--- config.mk ---
export PLATFORM = sky130hd
export DESIGN_NAME = multiply
export DESIGN_NICKNAME = d
export VERILOG_FILES = /design/src/rtl/multiply_pkg.sv /design/src/rtl/multiply_fsm.sv /design/src/rtl/multiply.sv
export SDC_FILE = /design/constraint.sdc
export NUM_CORES = 1
export LEC_CHECK = 0
export ABC_AREA = 1
export BUFFER_PORTS_ARGS = -buffer_cell sky130_fd_sc_hd__clkbuf_2
export CORE_MARGIN = 8
export CORE_UTILIZATION = 59
export CTS_CLUSTER_SIZE = 30
export DETAILED_ROUTE_END_ITERATION = 8
export PLACE_DENSITY = 0.8
export REMOVE_ABC_BUFFERS = 1
export SLEW_MARGIN = 10
export SYNTH_ARGS = -nofsm -noshare
export SYNTH_HDL_FRONTEND = slang
export SYNTH_SLANG_ARGS = --single-unit
--- constraint.sdc ---
create_clock -name clk -period 2.8 [get_ports clk]
set_input_delay 0.56 -clock clk [delete_from_list [all_inputs] [get_ports clk]]
set_output_delay 0.56 -clock clk [all_outputs]
set_load 0.02 [all_outputs]
--- src/rtl/multiply_pkg.sv ---
// Shared constants, FSM state encoding and sizing helper for the multiply block.
package multiply_pkg;

  localparam int DEFAULT_WIDTH = 8;

  typedef enum logic [1:0] {
    IDLE = 2'd0,
    BUSY = 2'd1,
    DONE = 2'd2
  } state_e;

  // Counter width able to hold the value w (the iteration count loaded on accept).
  function automatic int cnt_width(input int w);
    return (w < 1) ? 1 : $clog2(w + 1);
  endfunction

endpackage

--- src/rtl/multiply_fsm.sv ---
// Control FSM and iteration down-counter for the shift-and-add multiplier.
// Optional MULTIPLY_ZERO_SKIP_EN: zero operands jump straight from IDLE to DONE.
//
// state | meaning
// IDLE  | waiting for start; operands latched on the accepting edge
// BUSY  | one multiplier bit per clock; counter runs WIDTH..1
// DONE  | product visible on c, done pulses for this one cycle
module multiply_fsm
  import multiply_pkg::*;
#(
  parameter int WIDTH = DEFAULT_WIDTH
) (
  input  logic clk,
  input  logic rst_n,
  input  logic start_i,
  input  logic zero_i,
  output logic accept_o,
  output logic iter_o,
  output logic last_o,
  output logic skip_o,
  output logic busy_o,
  output logic done_o
);

  localparam int CW = cnt_width(WIDTH);

  state_e        state_q;
  logic [CW-1:0] cnt_q;
  logic          busy_q;
  logic          done_q;
  logic          skip;

  assign accept_o = (state_q == IDLE) && start_i;
  assign iter_o   = (state_q == BUSY);
  assign last_o   = iter_o && (cnt_q == CW'(1));

`ifdef MULTIPLY_ZERO_SKIP_EN
  assign skip = accept_o && zero_i;
`else
  logic unused_zero;
  assign unused_zero = zero_i;
  assign skip        = 1'b0;
`endif

  assign skip_o = skip;
  assign busy_o = busy_q;
  assign done_o = done_q;

  always_ff @(posedge clk or negedge rst_n) begin
    if (!rst_n) begin
      state_q <= IDLE;
      cnt_q   <= '0;
      busy_q  <= 1'b0;
      done_q  <= 1'b0;
    end else begin
      case (state_q)
        IDLE: begin
          if (skip) begin
            state_q <= DONE;
            done_q  <= 1'b1;
          end else if (accept_o) begin
            state_q <= BUSY;
            cnt_q   <= CW'(WIDTH);
            busy_q  <= 1'b1;
          end
        end
        BUSY: begin
          cnt_q <= cnt_q - CW'(1);
          // Terminal count: the edge doing the last add also enters DONE.
          if (cnt_q == CW'(1)) begin
            state_q <= DONE;
            busy_q  <= 1'b0;
            done_q  <= 1'b1;
          end
        end
        DONE: begin
          state_q <= IDLE;
          done_q  <= 1'b0;
        end
        default: begin
          state_q <= IDLE;
          busy_q  <= 1'b0;
          done_q  <= 1'b0;
        end
      endcase
    end
  end

endmodule

--- src/rtl/multiply.sv ---
// Iterative radix-2 unsigned shift-and-add multiplier; datapath plus FSM instance.
// Optional MULTIPLY_ZERO_SKIP_EN shortens zero-operand requests (handled in multiply_fsm).
module multiply
  import multiply_pkg::*;
#(
  parameter int WIDTH = DEFAULT_WIDTH
) (
  input  logic               clk,
  input  logic               rst_n,
  input  logic               start,
  input  logic [WIDTH-1:0]   a,
  input  logic [WIDTH-1:0]   b,
  output logic [2*WIDTH-1:0] c,
  output logic               busy,
  output logic               done
);

  localparam int PW = 2 * WIDTH;

  logic [PW-1:0]    mcand_q;
  logic [WIDTH-1:0] mplier_q;
  logic [PW-1:0]    acc_q;
  logic [PW-1:0]    acc_d;
  logic [PW-1:0]    c_q;
  logic             accept;
  logic             iter;
  logic             last;
  logic             skip;
  logic             zero;

  assign zero = (a == '0) || (b == '0);

  multiply_fsm #(
    .WIDTH(WIDTH)
  ) u_fsm (
    .clk     (clk),
    .rst_n   (rst_n),
    .start_i (start),
    .zero_i  (zero),
    .accept_o(accept),
    .iter_o  (iter),
    .last_o  (last),
    .skip_o  (skip),
    .busy_o  (busy),
    .done_o  (done)
  );

  assign acc_d = acc_q + (mplier_q[0] ? mcand_q : '0);

  always_ff @(posedge clk or negedge rst_n) begin
    if (!rst_n) begin
      mcand_q  <= '0;
      mplier_q <= '0;
      acc_q    <= '0;
      c_q      <= '0;
    end else begin
      if (accept) begin
        mcand_q  <= PW'(a);
        mplier_q <= b;
        acc_q    <= '0;
      end else if (iter) begin
        mcand_q  <= mcand_q << 1;
        mplier_q <= mplier_q >> 1;
        acc_q    <= acc_d;
      end
      // c only moves on the edge entering DONE, so it is stable for the whole run.
      if (last) begin
        c_q <= acc_d;
      end else if (skip) begin
        c_q <= '0;
      end
    end
  end

  assign c = c_q;

endmodule

---- Word level (Yosys, flattened, before mapping) ----
Cells that the tools add are included.
W data, S select, Z words.
operators by class
  add/sub/neg operators ................... 2
  equal/unequal tests ..................... 5
  multiplexer cells ....................... 17
  bitwise operators ....................... 2
  reduce and logical (&&, ||, !) cells .... 9
operators with widths
  kind                   count
  $mux W16               5
  $add A16 B16 Y16       1
  $mux W8                2
  $pmux W4 S2            1
  $reduce_and A2 Y1      3
  $eq A4 B1 Y1 const B   1
  $mux W2                2
  $mux W4                1
  $ne A2 B2 Y1 const B   2
  $pmux W2 S2            1
  $reduce_bool A2 Y1     2
  $sub A4 B1 Y4 const B  1
  $mux W1                3
  $pmux W1 S3            1
  $reduce_and A3 Y1      1
  $eq A2 B1 Y1 const B   1
  $eq A2 B2 Y1 const B   1
  $logic_and A1 B1 Y1    2
  $logic_not A2 Y1       1
  $not A1 Y1             2
  $pmux W1 S2            1
word-level totals
  register bits ........................... 64
  input bits .............................. 19
  output and inout bits ................... 18
  word-level logic and storage cells ...... 43

---- Logic depth before layout (Yosys ltp) ----
  depth in word-level cells ............... 4
  depth in mapped cells ................... 14
  gate-level depth less buffers ........... 12

---- Modules after synthesis ----
Synthesis repeated with hierarchy kept, for this count alone.
unflattened totals
  cells, all modules ...................... 498
  area, all modules ....................... 3694.8 sq um
modules (own cells, without submodules)
  module        times used  cells an instance  area an instance (sq um)  sequential area each (sq um)
  multiply      1           453                3293.2                    1401.3
  multiply_fsm  1           45                 401.6                     200.2

---- Worst setup path before layout ----
No wires, ideal clock.
  kind .................................... register -> register
  start point ............................. reg mplier_q[0]
  end point ............................... reg acc_q[7]
  setup time .............................. 117 ps
  arrival time ............................ 1915 ps
  data required time ...................... 2683 ps
  path slack .............................. 767 ps
  stages on the path, launching flop included .. 13
  path buffers ............................ 2
  period minus slack after synthesis ...... 2033 ps
  path through ............................ dfrtp_1 > clkbuf_1 > clkbuf_1 > nand2_1 > inv_1 > ha_1 > nand2_1 > inv_1 > a21oi_1 > nand2_1 > or2_2 > nand3_1 > nand2_1
on the way
  cells in the longest elaborated chain, start to end .. 4
RTL lines
  what                      line            source
  start: declaration        multiply.sv:21  logic [WIDTH-1:0] mplier_q;
  start signal: assignment  multiply.sv:63  mplier_q <= mplier_q >> 1;
  $mux W16                  multiply.sv:48  assign acc_d = acc_q + (mplier_q[0] ? mcand_q : '0);
  $add A16 B16 Y16          multiply.sv:48
  $mux W16                  multiply.sv:61  end else if (iter) begin
  $mux W16                  multiply.sv:57  if (accept) begin
  end signal: assignment    multiply.sv:54  acc_q <= '0;
  end signal: assignment    multiply.sv:60  acc_q <= '0;
  end signal: assignment    multiply.sv:64  acc_q <= acc_d;
  end: declaration          multiply.sv:22  logic [PW-1:0] acc_q;
Every way passes these cells. The select of a mux whose other input is x is not followed.
A chain may end at the register's enable or synchronous reset.

---- Worst setup path in the final report ----
  start point ............................. reg mplier_q[0]
  end point ............................... reg c_q[6] (netlist: c[6])
on the way
  cells in the longest elaborated chain, start to end .. 2
RTL lines
  what                    line            source
  $mux W16                multiply.sv:48
  $add A16 B16 Y16        multiply.sv:48
  end signal: assignment  multiply.sv:55  c_q <= '0;
  end signal: assignment  multiply.sv:68  c_q <= acc_d;
  end signal: assignment  multiply.sv:70  c_q <= '0;
  end: declaration        multiply.sv:24  logic [PW-1:0] c_q;
Every way passes these cells.

==> run summary <==
Status = completed
End-of-flow core utilization = 68.37%
WP data arrival = 2440 ps
Reg clk slew, reported paths = 70 ps
DR vias = 2986
Setup repair bufs after CTS = 0
Maxcap violations = 0
Share of Yosys cell area claimed by the top area cell type = 45.33%
Layout Cells excl Fill = 585
Flops & latches, synth = 64
Max FO, Critical Path = 17
CTS tree = done
Clock Latency Late Sink = 350 ps
# setup viols final = 0
DR DRC count = 0
Die area = 8721 um^2
Startpoint Class = flop
Post-cts resize count = 0
Final nets = 542
Cell Int Power = 2.707 mW
Switching Power = 2.027 mW
Clock root buffer = clkbuf_8
Ys Warns = 0
Hold_ws = 367.2 ps
Seq pwr share = 34.0%
Crit share post-route = 78.41%
Layout cells sized above 1 = 12.35%
FILL cells = 479
Largest net degree at the start of global routing = 65
Worst path most repeated cell = nand2_1
Drt first-iter violations = 126
Slowest CP cell = dfrtp_1
Area growth from synthesis to layout = 13.21%
RSZ-0062 raised after global routing = false
Crit. End Element = flop
Die X = 93.39 um
FFs w/ async S/R, synth = 100.0%
I/O pins = 37
Tmin final = 2195 ps
Number of port buffers = 36
WL per Instance = 12.85 um
Most common cell in the synthesized netlist = nand2_1
FF+latch area = 1602 um^2
First-pass GRT wire length = 13370 um
Final GP Congestion = 0.8948
DIE HEIGHT = 93.39 um
Delay of the slowest critical-path stage = 570 ps
Max clock buf depth = 2
Post-synth EDFFs = 0
Setup tns final = 0 ps
Multi-input gate area = 1564 um^2
Pre-CTS setup slack = 634.2 ps
Aggregate global routing overflow = 0
CP cell instances = nand2_1 -> inv_1 -> ha_1 -> fa_1 -> nand2_1 -> nand3_1 -> or2_2 -> nand3_1 -> nand2_1
Fin worst setup slack = 604.6 ps
Leakage power = 2.320 nW
CP Class = reg -> reg
H-tree depth = 3
Vias in the first global route = 2947
Main synth FF type = dfrtp_1
# rows = 28
Synth area leader = dfrtp_1
# diodes = 0
Total clock sinks = 64
CP top delay family = simple AND/OR/NAND/NOR gates
Initial antenna violation count = 0
Worst VDD drop = 0.6725 mV
Area contributors post-synth = dfrtp_1 (45%), nand2_1 (19%), inv_1 (8.1%)
Required time worst endpoint = 3040 ps
Yosys cell types = 31
CTS Buf Count = 9
Pwr dens = 1183 nW/um^2
Mapped Area = 3533 um^2
Layout Skew = 9.070 ps
Post-synthesis sequential area ratio = 45.33%
GRT Overall Usage = 19.13%
Post-Syn Instances = 469
Worst hold path type = in -> async
Cells after DPL = 569
Core area = 5851 um^2
Slew HR = 47.13%
Slew Limit Fails = 0
Fin. Hold Viols = 0
CTS Hold Bufs = 0
Starting Density = 60.39%
Comb pwr share = 44.9%
Clk pwr share = 21.1%
Max Fclk = 455.5 MHz
Top cells by count, synth = nand2_1 (181), inv_1 (76), dfrtp_1 (64), nand3_1 (34), ha_1 (17)
Syn avg cell area = 7.534 um^2
DP Wirelength = 5302 um
Pre-antenna DRT Iters = 4
Post-DRT Antenna Nets = 0
Switching fraction of total power = 42.81%
Vias per cell = 5.104
Slew @ Worst Pin = 793.1 ps
Routed wire length = 7516 um
Crit path buf inv count = 1
routing by layer:
metal / routed length (um) / GRT usage, %
met5: 0 / 0
met4: 171 / 8.993
met3: 350 / 4.087
met2: 3408 / 30.67
met1: 3586 / 24.02
logic make-up after synthesis:
group                      Yosys count  synth area share, %
AOI/OAI and AO/OA                   47                8.038
buffers and inverters               91                10.41
xor gates and xnor gates             5                1.240
and+or+nand+nor                    244                28.40
adders and majority gates           18                6.586
DFF                                 64                45.33
worst paths after layout:
path                             startpoint     endpoint  slack (ps)  cells after the start
worst max-delay path            mplier_q[0]         c[6]         600                      9
worst min-delay path                  rst_n         c[7]         370                      2
worst max register to register  mplier_q[0]         c[6]         600                      9
worst min register to register  mplier_q[6]  mplier_q[6]         480                      2
max in group asynchronous             rst_n     acc_q[2]        1900                      2
min in group clk                       a[6]   mcand_q[6]         420                      3
power groups by stage:
stage	clock, mW	combinational [mW]	sequential (mW)
after CTS	1.01	2.14	1.61
after floorplan	0	1.45	1.70
after global placement	0	2.06	1.61
after detailed placement	0	2.12	1.62
final	1.00	2.13	1.61
after global routing	1.05	2.44	1.66
state kept, by name (all words and copies together), names as in the netlist:
signal / count
u_fsm.cnt_q: 4
acc_q: 16
u_fsm.state_q: 2
mcand_q: 16
mplier_q: 8
u_fsm.done_o: 1
c: 16
u_fsm.busy_o: 1
cell usage in the layout, fill, tap and decap left out, types with 7 or more instances in the layout:
master    count
nand3_1      34
clkbuf_8     10
o22ai_1       8
clkbuf_2     36
nand2_1     181
o221ai_1      7
dfrtp_1      64
a21oi_1      11
ha_1         17
o21ai_0      13
inv_1        76
nor2_1       13
stage by stage:
| step | total power, mW | area, um^2 |
|---|---|---|
| after floorplan | 3.151 | 3458 |
| after global placement | 3.667 | 3747 |
| after detailed placement | 3.744 | 3747 |
| after CTS | 4.767 | 4000 |
| after global routing | 5.152 | 4000 |
| final | 4.734 | 4000 |
area by class of cell:
type	count	area share, %
clock inverter	6	2.878
clock buffer	10	3.441
multi-input combinational	314	39.10
tap	75	2.346
timing repair buffer	38	4.880
inverter	78	7.319
sequential	64	40.04
(Power assumes the default switching activity.)
